--- config.mk ---
export PLATFORM = sky130hd
export DESIGN_NAME = reg_status_file
export DESIGN_NICKNAME = d
export VERILOG_FILES = /design/src/rtl/reg_status_file.sv
export SDC_FILE = /design/constraint.sdc
export NUM_CORES = 2
export LEC_CHECK = 0
export BUFFER_PORTS_ARGS = -buffer_cell sky130_fd_sc_hd__buf_2
export CAP_MARGIN = 20
export CORE_ASPECT_RATIO = 1.1
export CORE_UTILIZATION = 51
export DETAILED_ROUTE_END_ITERATION = 12
export PLACE_DENSITY = 0.77
export SYNTH_ARGS = -nofsm -noshare
export SYNTH_HDL_FRONTEND = slang
export SYNTH_SLANG_ARGS = --single-unit
export TNS_END_PERCENT = 30
--- constraint.sdc ---
create_clock -name clk -period 3.8 [get_ports clk]
set_input_delay 0.38 -clock clk [delete_from_list [all_inputs] [get_ports clk]]
set_output_delay 0.38 -clock clk [all_outputs]
set_load 0.02 [all_outputs]
--- src/rtl/reg_status_file.sv ---
// Architectural register file with per-register rename status (busy + producer tag).
// Commits write values in order; renames mark registers busy; lookups answer with value or tag.
module reg_status_file #(
    parameter int REG_NUM      = 32,
    parameter int DATA_WIDTH   = 32,
    parameter int ROB_ID_WIDTH = 4
) (
    input  logic                    clk,
    input  logic                    rst,
    input  logic                    rdy,
    input  logic [4:0]              ID_rs1,
    input  logic [4:0]              ID_rs2,
    output logic [DATA_WIDTH-1:0]   ID_rs1_value,
    output logic                    ID_rs1_busy,
    output logic [ROB_ID_WIDTH-1:0] ID_rs1_ROB_id,
    output logic [DATA_WIDTH-1:0]   ID_rs2_value,
    output logic                    ID_rs2_busy,
    output logic [ROB_ID_WIDTH-1:0] ID_rs2_ROB_id,
    input  logic                    ID_rename_valid,
    input  logic [4:0]              ID_rename_rd,
    input  logic [ROB_ID_WIDTH-1:0] ID_rename_ROB_id,
    input  logic                    ROB_commit_valid,
    input  logic [4:0]              ROB_commit_rd,
    input  logic [ROB_ID_WIDTH-1:0] ROB_commit_ROB_id,
    input  logic [DATA_WIDTH-1:0]   ROB_commit_value,
    input  logic                    ROB_flush
);

    typedef struct packed {
        logic [DATA_WIDTH-1:0]   value;
        logic                    busy;
        logic [ROB_ID_WIDTH-1:0] tag;
    } lookup_t;

    logic [DATA_WIDTH-1:0]   reg_value [REG_NUM];
    logic                    reg_busy  [REG_NUM];
    logic [ROB_ID_WIDTH-1:0] reg_tag   [REG_NUM];

    logic    rename_fire;
    logic    commit_fire;
    logic    commit_clear;
    lookup_t rs1_res;
    lookup_t rs2_res;

    assign rename_fire = ID_rename_valid & ~ROB_flush & (ID_rename_rd != 5'd0);
    assign commit_fire = ROB_commit_valid & (ROB_commit_rd != 5'd0);

    // A commit only releases rd if it is still the newest producer and is not re-renamed this cycle.
    assign commit_clear = commit_fire
                        & (reg_tag[ROB_commit_rd] == ROB_commit_ROB_id)
                        & ~(rename_fire & (ID_rename_rd == ROB_commit_rd));

    always_ff @(posedge clk) begin
        if (rst) begin
            for (int i = 0; i < REG_NUM; i++) begin
                reg_value[i] <= '0;
                reg_busy[i]  <= 1'b0;
                reg_tag[i]   <= '0;
            end
        end else if (rdy) begin
            if (commit_fire) begin
                reg_value[ROB_commit_rd] <= ROB_commit_value;
                if (commit_clear)
                    reg_busy[ROB_commit_rd] <= 1'b0;
            end
            if (ROB_flush) begin
                for (int i = 0; i < REG_NUM; i++)
                    reg_busy[i] <= 1'b0;
            end else if (rename_fire) begin
                reg_busy[ID_rename_rd] <= 1'b1;
                reg_tag[ID_rename_rd]  <= ID_rename_ROB_id;
            end
        end
    end

    // Lookups see pre-rename state, with a same-cycle bypass from the matching commit.
    function automatic lookup_t lookup(input logic [4:0] s);
        lookup_t r;
        r.value = reg_value[s];
        r.busy  = reg_busy[s];
        r.tag   = reg_tag[s];
        if (s == 5'd0) begin
            r = '0;
        end else if (reg_busy[s] && ROB_commit_valid && (ROB_commit_rd == s)
                     && (ROB_commit_ROB_id == reg_tag[s])) begin
            r.value = ROB_commit_value;
            r.busy  = 1'b0;
        end
        return r;
    endfunction

    always_comb begin
        rs1_res = lookup(ID_rs1);
        rs2_res = lookup(ID_rs2);
    end

    assign ID_rs1_value  = rs1_res.value;
    assign ID_rs1_busy   = rs1_res.busy;
    assign ID_rs1_ROB_id = rs1_res.tag;
    assign ID_rs2_value  = rs2_res.value;
    assign ID_rs2_busy   = rs2_res.busy;
    assign ID_rs2_ROB_id = rs2_res.tag;

endmodule
==> results.rst <==
.. list-table::
   :header-rows: 1

   * - Metric
     - Value
   * - Status
     - finished, violations left
   * - Failing checks
     - negative setup slack
   * - Number of buffers added by the clock tree synthesis step
     - 116
   * - Worst setup slack for register-to-register paths
     - approximately 0.95 ns
   * - Setup slack of the critical path after layout
     - -0.2688 ns
   * - Port-buffer cells
     - about 140
   * - Cell depth of the worst min-delay path
     - 1
   * - Non-filler instance count after layout
     - 6,074
   * - Vias in the first global route
     - approximately 43,000
   * - Remaining DRCs
     - 0
   * - CTS tree
     - done
   * - Horiz. Die Dim
     - 344.1 um
   * - Clock period minus worst slack
     - between 4 and 5 ns
   * - Number of DRC markers after the initial detailed-route iteration
     - 6,869
   * - Post-detailed-placement half-perimeter wirelength
     - 126,600 um
   * - Sink count of the clock tree
     - 1,184
   * - 1st-pass router iterations
     - 8
   * - Post-synthesis to final-layout area growth
     - 11.74%
   * - Clock latency of the later-clocked register in the worst-skew pair
     - 0.76 ns
   * - Commonest cells after routing, fill and taps aside
     - sky130_fd_sc_hd__edfxtp_1 (1,152), sky130_fd_sc_hd__and2_1 (1,121), sky130_fd_sc_hd__mux4_2 (755)
   * - DP Area
     - 0.06927 sq mm
   * - Peak clock frequency supported by timing
     - around 0.25 GHz
   * - Largest net degree at the start of global routing
     - 80
   * - Worst min-delay path startpoint
     - rst
   * - Worst Hold End
     - reg_tag[0][2]
   * - Normalized max-slew margin
     - 0.2193
   * - Clock Tree Buf Depth
     - 3
   * - Total instance count after detailed placement
     - 5,842
   * - Detail-routed via count per cell
     - 7.002
   * - Synthesized flop and latch total
     - 1,184
   * - Routability cong.
     - roughly 0.96
   * - Number of unique standard cell types used by synthesis
     - 59
   * - Worst Hold Slack
     - 0.1128 ns
   * - Signal arrival time at the worst endpoint
     - ~3.7 ns
   * - Global-route wire length before repair
     - about 300,000 um
   * - Tcrit/Tclk final
     - 1.071
   * - Tightest Hold Check Type
     - input port to register
   * - Clock transition at the register clock pins on the worst setup and hold paths after CTS
     - ~0.070 ns
   * - Fin nets
     - 4,372
   * - Vias
     - about 43,000
   * - Crit Reg-Reg Startpoint
     - reg_tag[14][0]
   * - RSZ-0062 raised after global routing
     - true
   * - Highest ir drop seen on vdd
     - just over 0.0004 V
   * - Async set-or-reset flop fraction in the synthesized netlist
     - 0
   * - Top flip-flop cell by instance count after synthesis
     - sky130_fd_sc_hd__edfxtp_1
   * - Final setup fails
     - 65
   * - Starting Density
     - 0.5162
   * - Setup WS pre-CTS
     - 0.07265 ns
   * - Startpoint kind of the worst setup timing path
     - register
   * - Number of cells traversed by the worst register-to-register path
     - 8
   * - Count of yosys warnings during synthesis
     - 0
   * - Overall die area
     - 0.1302 sq mm
   * - Routed wire length per instance
     - 35.24 um
   * - Area of the placeable core
     - 0.1272 sq mm
   * - Count of maximum capacitance violations
     - 0
   * - Synth Area per Inst
     - 15.48 sq um
   * - Final count of pins violating max slew
     - 0
   * - Portion of the post-synthesis area used by sequential elements
     - 0.5367
   * - Largest clock skew in the final design
     - 0.03716 ns
   * - Row cnt
     - 137
   * - Required time at the endpoint of the critical path
     - 3.42 ns
   * - Non-Filler Cell Area, Final
     - 0.07336 sq mm
   * - Die Y-Extent
     - 378.3 um
   * - Pleak
     - 25.22 nW
   * - Number of hold violations in the final report
     - 0
   * - Most common cell after layout, fill and taps aside
     - sky130_fd_sc_hd__edfxtp_1
   * - Cells after Synth
     - between 4,000 and 5,000
   * - CTS Root Cell
     - sky130_fd_sc_hd__clkbuf_16
   * - I/O pin count
     - 140
   * - Number of enable-type register cells in the synthesized netlist
     - approximately 1,200
   * - Kind of capture point of the worst setup path
     - output pin
   * - Antenna violations before repair
     - 10
   * - Power density relative to cell area
     - 429.2 mW/mm^2
   * - Overflow left after global routing
     - 0
   * - Mapped cell area
     - 0.06565 sq mm
   * - Share of layout cells above drive strength 1
     - 0.3252
   * - R2R Path End
     - reg_busy[29]
   * - Filler cells
     - 9,349
   * - Total routing usage reported by global routing
     - 0.3319
   * - Critical path class
     - register to output pin
   * - CTS H-tree depth
     - 3
   * - Tightest Pin Transition
     - 1.171 ns
   * - Antenna viol nets, final
     - 0
   * - DRT Wirelength
     - 214,000 um
   * - Maximum net fanout on the critical path
     - 6
   * - Total Neg Setup Slack
     - -11.08 ns
==> where the power goes <==
part | internal, W | switching (W) | leakage, nW | total (W)
clock network | 0.00656 | 0.00512 | 1.81 | 0.0117
logic | 0.00200 | 0.00243 | 12.2 | 0.00443
registers | 0.0150 | 0.000389 | 11.2 | 0.0154
total | 0.0235 | 0.00794 | 25.2 | 0.0315
==> critical path: stages, from the launching register on <==
cell and delay, ns:
sky130_fd_sc_hd__edfxtp_1 0.50, sky130_fd_sc_hd__mux4_2 0.52, sky130_fd_sc_hd__mux2i_1 0.27, sky130_fd_sc_hd__o22ai_1 0.13, sky130_fd_sc_hd__nor2_2 0.20, sky130_fd_sc_hd__xnor2_1 0.14
sky130_fd_sc_hd__nor4_4 0.33, sky130_fd_sc_hd__buf_12 0.21, sky130_fd_sc_hd__buf_12 0.14, sky130_fd_sc_hd__buf_16 0.15, sky130_fd_sc_hd__mux2i_1 0.19, sky130_fd_sc_hd__buf_4 0.17
==> per-layer routing <==
metal  vias up  GRT usage  share of wire  routed length [um]
met5         -          0              0                   0
met4         0     0.2024          0.073               15580
met3       800    0.08675           0.13               28580
met2      3639     0.5174           0.47              100100
met1     21630     0.4167           0.33               69760
li1      16470          -              -                   -
==> flip-flops by register name, indices dropped and copies added (netlist names) <==
signal,count
reg_tag,128
reg_value,1024
reg_busy,32
==> cells by family after synthesis <==
kind of cell,synth area share
AO/OA/AOI/OAI,0.01723
multiplexers,0.2744
XOR/XNOR,0.002935
buffers and inverters,0.02994
other,0.00005712
flip-flops,0.5367
AND/OR/NAND/NOR,0.1387
==> how the worst max path moves through the flow <==
stage / cells after the start / from / to
after floorplan: 9 / ID_rs1[0] / ID_rs1_value[10]
after global placement: 8 / ID_rs2[1] / ID_rs2_busy
after detailed placement: 10 / ID_rs2[2] / ID_rs2_busy
after CTS: 11 / reg_tag[11][1] / ID_rs1_value[28]
after global routing: 11 / reg_tag[11][1] / ID_rs1_value[23]
final: 11 / reg_tag[19][0] / ID_rs1_value[25]
==> repair_timing <==
item / CTS / global route
endpoints found under the setup margin: 64 / 66
buffers inserted: 12 / 1
pin swaps: 4 / 1
hold buffers: 0 / 0
gates cloned: 2 / 0
gates resized for setup: 37 / 11
==> stage by stage <==
step / util / power [W]
detailed placement: 0.5446 / 0.01993
finish: 0.5768 / 0.03149
floorplan: - / 0.01827
global route: 0.5767 / 0.03212
CTS: 0.5763 / 0.03139
global placement: 0.5446 / 0.01981
==> cell usage after synthesis (5+ instances only) <==
library cell / count / share of area
sky130_fd_sc_hd__edfxtp_1: 1152 / 0.53
sky130_fd_sc_hd__and2_1: 1121 / 0.11
sky130_fd_sc_hd__mux4_2: 755 / 0.26
sky130_fd_sc_hd__clkbuf_1: 325 / 0.019
sky130_fd_sc_hd__nand2_1: 188 / 0.011
sky130_fd_sc_hd__mux2i_1: 93 / 0.014
sky130_fd_sc_hd__nor2_1: 79 / 0.0045
sky130_fd_sc_hd__buf_2: 78 / 0.0059
sky130_fd_sc_hd__a21oi_1: 69 / 0.0053
sky130_fd_sc_hd__or2_2: 65 / 0.0062
sky130_fd_sc_hd__dfxtp_1: 32 / 0.0098
sky130_fd_sc_hd__o31ai_1: 32 / 0.0037
sky130_fd_sc_hd__a21oi_2: 30 / 0.0040
sky130_fd_sc_hd__nor3_1: 27 / 0.0021
sky130_fd_sc_hd__buf_1: 19 / 0.0011
sky130_fd_sc_hd__o22ai_1: 15 / 0.0014
sky130_fd_sc_hd__buf_6: 14 / 0.0024
sky130_fd_sc_hd__nor4_1: 13 / 0.0012
sky130_fd_sc_hd__nand2b_1: 11 / 0.0010
sky130_fd_sc_hd__xnor2_1: 11 / 0.0015
sky130_fd_sc_hd__xor2_1: 11 / 0.0015
sky130_fd_sc_hd__nand3_1: 10 / 0.00076
sky130_fd_sc_hd__nor2b_1: 10 / 0.00095
sky130_fd_sc_hd__nand3b_1: 9 / 0.0010
sky130_fd_sc_hd__buf_4: 7 / 0.00080
sky130_fd_sc_hd__or3b_2: 6 / 0.00080
sky130_fd_sc_hd__mux2_2: 5 / 0.00086
sky130_fd_sc_hd__nand4_1: 5 / 0.00048
==> area by class of cell <==
cell class / instances / area [sq um] / area share
diodes: 5 / 12.51 / 0.0001706
well taps: 1668 / 2087 / 0.02845
multi-input cells: 2640 / 28930 / 0.3943
clock inverters: 63 / 666.9 / 0.009091
repair buffers: 359 / 3337 / 0.04549
clock buffers: 150 / 3072 / 0.04187
flip-flops and latches: 1184 / 35230 / 0.4803
inverters: 5 / 23.77 / 0.0003241
Power figures use the tool's default switching activity.
